File: src/rtl/ags_pkg.sv
// Shared types and constants for the AGS serial frame decoder.
package ags_pkg;

  // Decoder FSM states, one per frame field.
  typedef enum logic [1:0] {
    IDLE   = 2'd0,
    DATA   = 2'd1,
    PARITY = 2'd2,
    STOP   = 2'd3
  } state_t;

  // Line levels that delimit a frame.
  localparam logic START_BIT = 1'b0;
  localparam logic STOP_BIT  = 1'b1;

  // Default payload width in bits.
  localparam int DEFAULT_DATA_W = 8;

endpackage

File: src/rtl/ags_parity_acc.sv
// Running even-parity accumulator: cleared on the start bit, folds in each
// data/parity bit; reads 0 at the stop bit when the frame parity is good.
module ags_parity_acc (
  input  logic clk,
  input  logic rst,
  input  logic clear,
  input  logic en,
  input  logic bit_in,
  output logic parity
);

  // XOR every enabled bit into the accumulator; clear has priority.
  always_ff @(posedge clk or posedge rst) begin
    if (rst) begin
      parity <= 1'b0;
    end else if (clear) begin
      parity <= 1'b0;
    end else if (en) begin
      parity <= parity ^ bit_in;
    end
  end

endmodule

File: src/rtl/from_ags_decoder.sv
// Serial frame decoder: start bit, DATA_W data bits LSB first, optional even
// parity bit, stop bit. One line sample per clock, no oversampling.
// Outputs are registered; the payload-valid, parity-error and framing-error
// strobes are mutually exclusive one-cycle pulses with no backpressure,
// asserted on the edge that samples the stop bit.
module from_ags_decoder
  import ags_pkg::*;
#(
  parameter int DATA_W    = DEFAULT_DATA_W,
  parameter int PARITY_EN = 1
) (
  input  logic              clk,
  input  logic              rst,
  input  logic              __in0,
  output logic [DATA_W-1:0] __out0,
  output logic              __out1,
  output logic              __out2,
  output logic              __out3
);

  // Counter sized to index the payload; guarded for the 1-bit payload case.
  localparam int CNT_W = (DATA_W > 1) ? $clog2(DATA_W) : 1;
  localparam logic [CNT_W-1:0] LAST_BIT = CNT_W'(DATA_W - 1);

  // FSM state is kept as a named enum so checkers can bind to it directly.
  state_t            state;
  logic [CNT_W-1:0]  cnt;
  logic [DATA_W-1:0] shreg;
  logic              parity;
  logic              parity_clear;
  logic              parity_en;
  logic              parity_ok;

  // Parity restarts on an accepted start bit and absorbs data + parity bits.
  assign parity_clear = (state == IDLE) && (__in0 == START_BIT);
  assign parity_en    = (state == DATA) || (state == PARITY);
  assign parity_ok    = (PARITY_EN == 0) || (parity == 1'b0);

  ags_parity_acc u_parity (
    .clk    (clk),
    .rst    (rst),
    .clear  (parity_clear),
    .en     (parity_en),
    .bit_in (__in0),
    .parity (parity)
  );

  // Frame FSM with registered payload and one-cycle result strobes.
  always_ff @(posedge clk or posedge rst) begin
    if (rst) begin
      state  <= IDLE;
      cnt    <= '0;
      shreg  <= '0;
      __out0 <= '0;
      __out1 <= 1'b0;
      __out2 <= 1'b0;
      __out3 <= 1'b0;
    end else begin
      __out1 <= 1'b0;
      __out2 <= 1'b0;
      __out3 <= 1'b0;
      case (state)
        IDLE: begin
          if (__in0 == START_BIT) begin
            state <= DATA;
            cnt   <= '0;
          end
        end
        DATA: begin
          shreg[cnt] <= __in0;
          if (cnt == LAST_BIT) begin
            cnt   <= '0;
            state <= (PARITY_EN != 0) ? PARITY : STOP;
          end else begin
            cnt <= cnt + CNT_W'(1);
          end
        end
        PARITY: begin
          // The parity bit itself is absorbed by the accumulator.
          state <= STOP;
        end
        STOP: begin
          // A 0 here is a framing error, never a new start bit.
          if (__in0 == STOP_BIT) begin
            if (parity_ok) begin
              __out0 <= shreg;
              __out1 <= 1'b1;
            end else begin
              __out2 <= 1'b1;
            end
          end else begin
            __out3 <= 1'b1;
          end
          state <= IDLE;
        end
        default: state <= IDLE;
      endcase
    end
  end

endmodule

File: config.mk
export PLATFORM = sky130hd
export DESIGN_NAME = from_ags_decoder
export DESIGN_NICKNAME = d
export VERILOG_FILES = /design/src/rtl/ags_pkg.sv /design/src/rtl/ags_parity_acc.sv /design/src/rtl/from_ags_decoder.sv
export SDC_FILE = /design/constraint.sdc
export NUM_CORES = 1
export LEC_CHECK = 0
export CORE_ASPECT_RATIO = 1.25
export CORE_UTILIZATION = 60
export CTS_CLUSTER_SIZE = 10
export DETAILED_ROUTE_END_ITERATION = 7
export DONT_BUFFER_PORTS = 1
export GPL_ROUTABILITY_DRIVEN = 0
export PLACE_DENSITY = 0.76
export SLEW_MARGIN = 5
export SYNTH_ARGS = -nofsm -noshare
export SYNTH_HDL_FRONTEND = slang
export SYNTH_SLANG_ARGS = --single-unit
File: constraint.sdc
create_clock -name clk -period 1.7 [get_ports clk]
set_input_delay 0.255 -clock clk [delete_from_list [all_inputs] [get_ports clk]]
set_output_delay 0.255 -clock clk [all_outputs]
set_load 0.02 [all_outputs]
==> results.cfg, run 1 <==
[outcome]
status = finished clean

[floorplanning]
die_h_um = 51.3
die_area_um2 = 2130
start_util_pct = 65.4
coreArea_um2 = 1790
rows = 17
io_pins = 14
die_w_um = 41.5

[timing]
maxSlewViolCount = 0
min_period_over_period_pct = 91.5
fmax_ghz = 0.643
rsz0062_at_grt = false
period_needed_ns = 1.56
worst_slew_pin_slew_ns = 0.469
hold_violations = 0
setup_viol = 0
finClkSkew_ns = 0.00213
setup-tns-final_ns = 0
slew_headroom_pct = 68.7

[power_and_ir_drop]
p_leak_uw = 0.000602
p_per_area_nw_per_um2 = 1820
peakVddDrop_mv = 0.897
finalPower_uw = 2270

[cts]
clk_pin_slew_ns = 0.13
cts-resized-gates = 0
post_cts_buffers = 0
clk_path_buf_depth = 2
numCtsBuffers = 3
worstSkewPairLatency_ns = 0.32
cts.sinks = 25
cts_tree = done
holdBufCountCts = 2
htree_levels = 1
root_buffer = clkbuf_4

[route]
routedWlPerCell_um = 14.8
drt_iter0_markers = 5
vias_per_cell = 5.74
vias = 660
remaining_drc_errors = 0
wirelength_um = 1700
ant_nets = 0
dr.pass1.iters = 3

[critical_path]
r2r_slack_ns = 0.14
crit_type = register to register
start_kind = register
ff2ff_path_depth = 5
startpoint = state[1]
r2r-start = state[1]
crit_fanout = 5
arrival_ns = 1.78
r2r_end = shreg[2]
critPathCapture = shreg[2]
endpoint_kind = register
required_ns = 1.92

[finish]
final_area_um2 = 1250
fin_nets = 109
fillers = 145
syn_to_final_growth_pct = 6.64
finish.utilization_pct = 69.7
drive_gt1_share_pct = 28.1
diodes = 0

[yosys]
avgSynthCellArea_um2 = 13.1
async_flop_share_pct = 100
ys_ff_latch = 25
synth_cell_types = 27
synth_flop_cell = dfrtp_1
synth_edf_count = 0
ys_seq_area_share_pct = 53.5
synthesis.area_um2 = 1170
synth_warnings = 0
syn_inst = 89
syn_nets = 101

[global_routing]
grt_max_degree = 15
grtUsageTotal_pct = 19.9
grt_pass1_vias = 691
grt_antenna_before_repair = 0
grt_pass1_wl_um = 3030
grt-ovfl-total = 0

[place]
dp_hpwl_um = 1250
io_buffers = 0
placed_area_um2 = 1200

[run]
cap_violations = 0

[worst_hold_path]
hold_class = input port to register
whs_path_depth = 1
-- logic make-up (layout without fill, tap and decap cells) --
logic type	Yosys count	in the layout	synth area share [%]
flops	25	25	53.5
simple gates	22	22	12.6
mux	15	15	15.3
fa+ha+maj	9	9	9.64
compound gates	9	9	4.92
buf+inv	9	16	3.96
-- power by group --
part	internal, uW	leakage [uW]	switching [uW]	total [uW]
clock	88.2	0.0000177	172	260
combinational	452	0.000278	386	838
sequential	867	0.000306	309	1180
total	1410	0.000602	867	2270
-- cells in the final DEF (no fill, tap or decap), types with 2 or more instances in the layout --
cell | Yosys | layout
ha_1 | 9 | 9
buf_4 | 1 | 4
inv_1 | 6 | 6
dfrtp_1 | 25 | 25
mux2_2 | 10 | 10
mux2_4 | 3 | 3
nor3b_2 | 2 | 2
nand2_1 | 6 | 6
dlygate4sd3_1 | 0 | 2
o21ai_0 | 5 | 5
clkbuf_4 | 0 | 3
nor2_1 | 3 | 3
nand4b_1 | 3 | 3
-- through the flow --
| stage | setup WS (ns) | hold slack [ns] | std cells |
|---|---|---|---|
| 5_1_grt | 0.0566 | 0.0503 | 115 |
| 3_5_place_dp | 0.163 | 0.183 | 109 |
| 4_1_cts | 0.139 | 0.0476 | 115 |
| 2_1_floorplan | 0.252 | 0.282 | 89 |
| 6_report | 0.145 | 0.0576 | 115 |
| 3_3_place_gp | 0.225 | 0.179 | 109 |
-- worst min-delay path by stage --
stage / slack [ns] / endpoint / from
floorplan: 0.28 / __out0[0] / rst
global placement: 0.18 / __out1 / rst
detailed placement: 0.18 / shreg[5] / rst
CTS: 0.05 / shreg[4] / __in0
global route: 0.05 / shreg[2] / __in0
finish: 0.06 / shreg[4] / __in0
-- synthesized netlist by cell type, types with 2 or more instances --
master     n  area, um2
dfrtp_1   25        626
mux2_2    10        113
ha_1       9        113
inv_1      6       22.5
nand2_1    6       22.5
o21ai_0    5       25.0
mux2_4     3       45.0
nand4b_1   3       26.3
nor2_1     3       11.3
nor3b_2    2       25.0
-- area by class of cell --
type / instances / area, um2 / share of cell area, %
tap: 19 / 23.8 / 1.91
inverter: 6 / 22.5 / 1.81
sequential: 25 / 626 / 50.2
clock buffer: 3 / 22.5 / 1.81
clock inverter: 1 / 5.00 / 0.402
timing repair buffer: 6 / 50.0 / 4.02
multi-input combinational: 55 / 497 / 39.9
-- flip-flops by register name, indices dropped and copies added, names as in the netlist --
register / count
cnt: 3
__out2: 1
state: 2
shreg: 8
__out1: 1
__out3: 1
u_parity.parity: 1
__out0: 8
-- critical path: stages (launching register included) --
cell	delay, ns
dfrtp_1	0.43
inv_1	0.11
ha_1	0.29
nand2b_4	0.10
nor3b_2	0.22
mux2_4	0.31
-- metal layers --
layer / part of all wire, % / vias to the layer above / wire length [um] / global-route usage, %
li1: - / 320 / - / -
met1: 43 / 324 / 731 / 22.0
met2: 52 / 12 / 883 / 34.4
met3: 1.8 / 4 / 31 / 3.18
met4: 3.2 / 0 / 55 / 14.5
met5: 0 / - / 0 / 0
No activity file was read; power rests on OpenSTA's default activity.
==> run 2, diff against run 1 <==
--- a/config.mk
+++ b/config.mk
@@ -5,7 +5,6 @@
 export SDC_FILE = /design/constraint.sdc
 export NUM_CORES = 1
 export LEC_CHECK = 0
-export CORE_ASPECT_RATIO = 1.25
 export CORE_UTILIZATION = 60
 export CTS_CLUSTER_SIZE = 10
 export DETAILED_ROUTE_END_ITERATION = 7
==> run 2 against run 1 <==
Clock power grew 2%. Critical path type unchanged. Power grew 0.80%. Global-route usage grew 0.52 points.
==> results.cfg, run 2 (synthesis results as in run 1) <==
[finish]
fillers = 120
fin_nets = 109
layout_top_registers = __out0: 8 flops, shreg: 8 flops, cnt: 3 flops
final_area_um2 = 1260
layout_commonest_cell = dfrtp_1
diodes = 0
syn_to_final_growth_pct = 7.49
final_cells = 121
layout_common_cells = 25 x dfrtp_1, 10 x mux2_2, 9 x ha_1, 6 x inv_1, 6 x nand2_1
drive_gt1_share_pct = 28.1

[place]
placed_area_um2 = 1210
dp_hpwl_um = 1310
dpl.cell_count = 115
io_buffers = 0

[route]
dr.pass1.iters = 3
drt_iter0_markers = 4
vias = 661
remaining_drc_errors = 0
vias_per_cell = 5.46
routedWlPerCell_um = 14.1
ant_nets = 0
wirelength_um = 1710

[critical_path]
r2r_end = shreg[2]
endpoint_kind = register
arrival_ns = 1.76
required_ns = 1.92
worst-path-stages = 5
critical_path.slowest_cell = dfrtp_1
startpoint = state[1]
critPathCapture = shreg[2]
crit_chain = inv_1, ha_1, nand2b_4, nor3b_2, mux2_4
ff2ff_path_depth = 5
start_kind = register
crit_fanout = 5
r2r-start = state[1]
crit_type = register to register
r2r_slack_ns = 0.16
cpPeakStageDelay_ns = 0.43
critPathTopFamily = flip-flops
crit_buf_inv = 1

[floorplanning]
die_w_um = 46.1
start_util_pct = 65.5
coreArea_um2 = 1780
io_pins = 14
die_h_um = 46.1
die_area_um2 = 2130
rows = 15

[timing]
setup_viol = 0
fmax_ghz = 0.648
period_needed_ns = 1.54
finClkSkew_ns = 0.0121
maxSlewViolCount = 0
worst_slew_pin_slew_ns = 0.456
slew_headroom_pct = 69.6
hold_violations = 0
min_period_over_period_pct = 90.8
rsz0062_at_grt = false
setup-tns-final_ns = 0

[cts]
cts-resized-gates = 0
worstSkewPairLatency_ns = 0.31
numCtsBuffers = 3
htree_levels = 1
cts_tree = done
root_buffer = clkbuf_4
clk_pin_slew_ns = 0.14
clk_path_buf_depth = 2
cts.sinks = 25

[global_routing]
grtUsageTotal_pct = 20.4
grt_max_degree = 16
grt_pass1_vias = 690
grt-ovfl-total = 0
grt_antenna_before_repair = 0
grt_pass1_wl_um = 3070

[power_and_ir_drop]
p_leak_uw = 0.000598
peakVddDrop_mv = 1.25
finalPower_uw = 2290
p_per_area_nw_per_um2 = 1820

[outcome]
status = finished clean

[run]
cap_violations = 0

[worst_hold_path]
hold_class = input port to register
-- run 2: through the flow --
step / hold WS, ns / setup WS [ns] / util (%)
after floorplan: 0.282 / 0.252 / -
after global placement: 0.164 / 0.215 / 67.6
after detailed placement: 0.176 / 0.149 / 67.6
after CTS: 0.0672 / 0.142 / 70.5
after global routing: 0.0506 / 0.0532 / 70.5
final: 0.0762 / 0.157 / 70.5
-- run 2: repair_timing --
action | in CTS | in global routing
buffers inserted | 0 | 0
endpoints found under the hold margin | 12 | 0
hold buffers | 2 | 0
-- run 2: final cells by class --
class	instances	area (um2)	share of cell area, %
Clock buffer	3	22.5	1.79
Clock inverter	1	7.51	0.598
Inverter	6	22.5	1.79
Multi-Input combinational cell	55	497	39.5
Sequential cell	25	626	49.8
Tap cell	25	31.3	2.49
Timing Repair Buffer	6	50.0	3.98
-- run 2: metal layers --
layer  global-route usage (%)  share of wire [%]
met4                     7.06               0.58
met2                     33.5                 49
met1                     27.0                 48
met5                        0                  0
met3                     3.92                2.7
-- run 2: worst min path at each step --
stage,from,endpoint,slack [ns],cells past startpoint
final,__in0,shreg[1],0.08,1
after global routing,__in0,shreg[2],0.05,1
after CTS,__in0,shreg[1],0.07,1
after detailed placement,rst,__out3,0.18,1
after global placement,rst,shreg[4],0.16,1
after floorplan,rst,__out0[0],0.28,1
-- run 2: worst register-to-register path, delay by kind of cell, from the launching register on --
family | cells | cell delay (ns)
flip-flops | 1 | 0.43
AND/OR/NAND/NOR | 2 | 0.31
adder cells (fa/ha/maj) | 1 | 0.30
multiplexers | 1 | 0.31
buffers and inverters | 1 | 0.11
-- run 2: where the power goes --
group          internal [uW]  switching, uW
Clock                   89.6            174
Combinational            453            397
Sequential               867            311
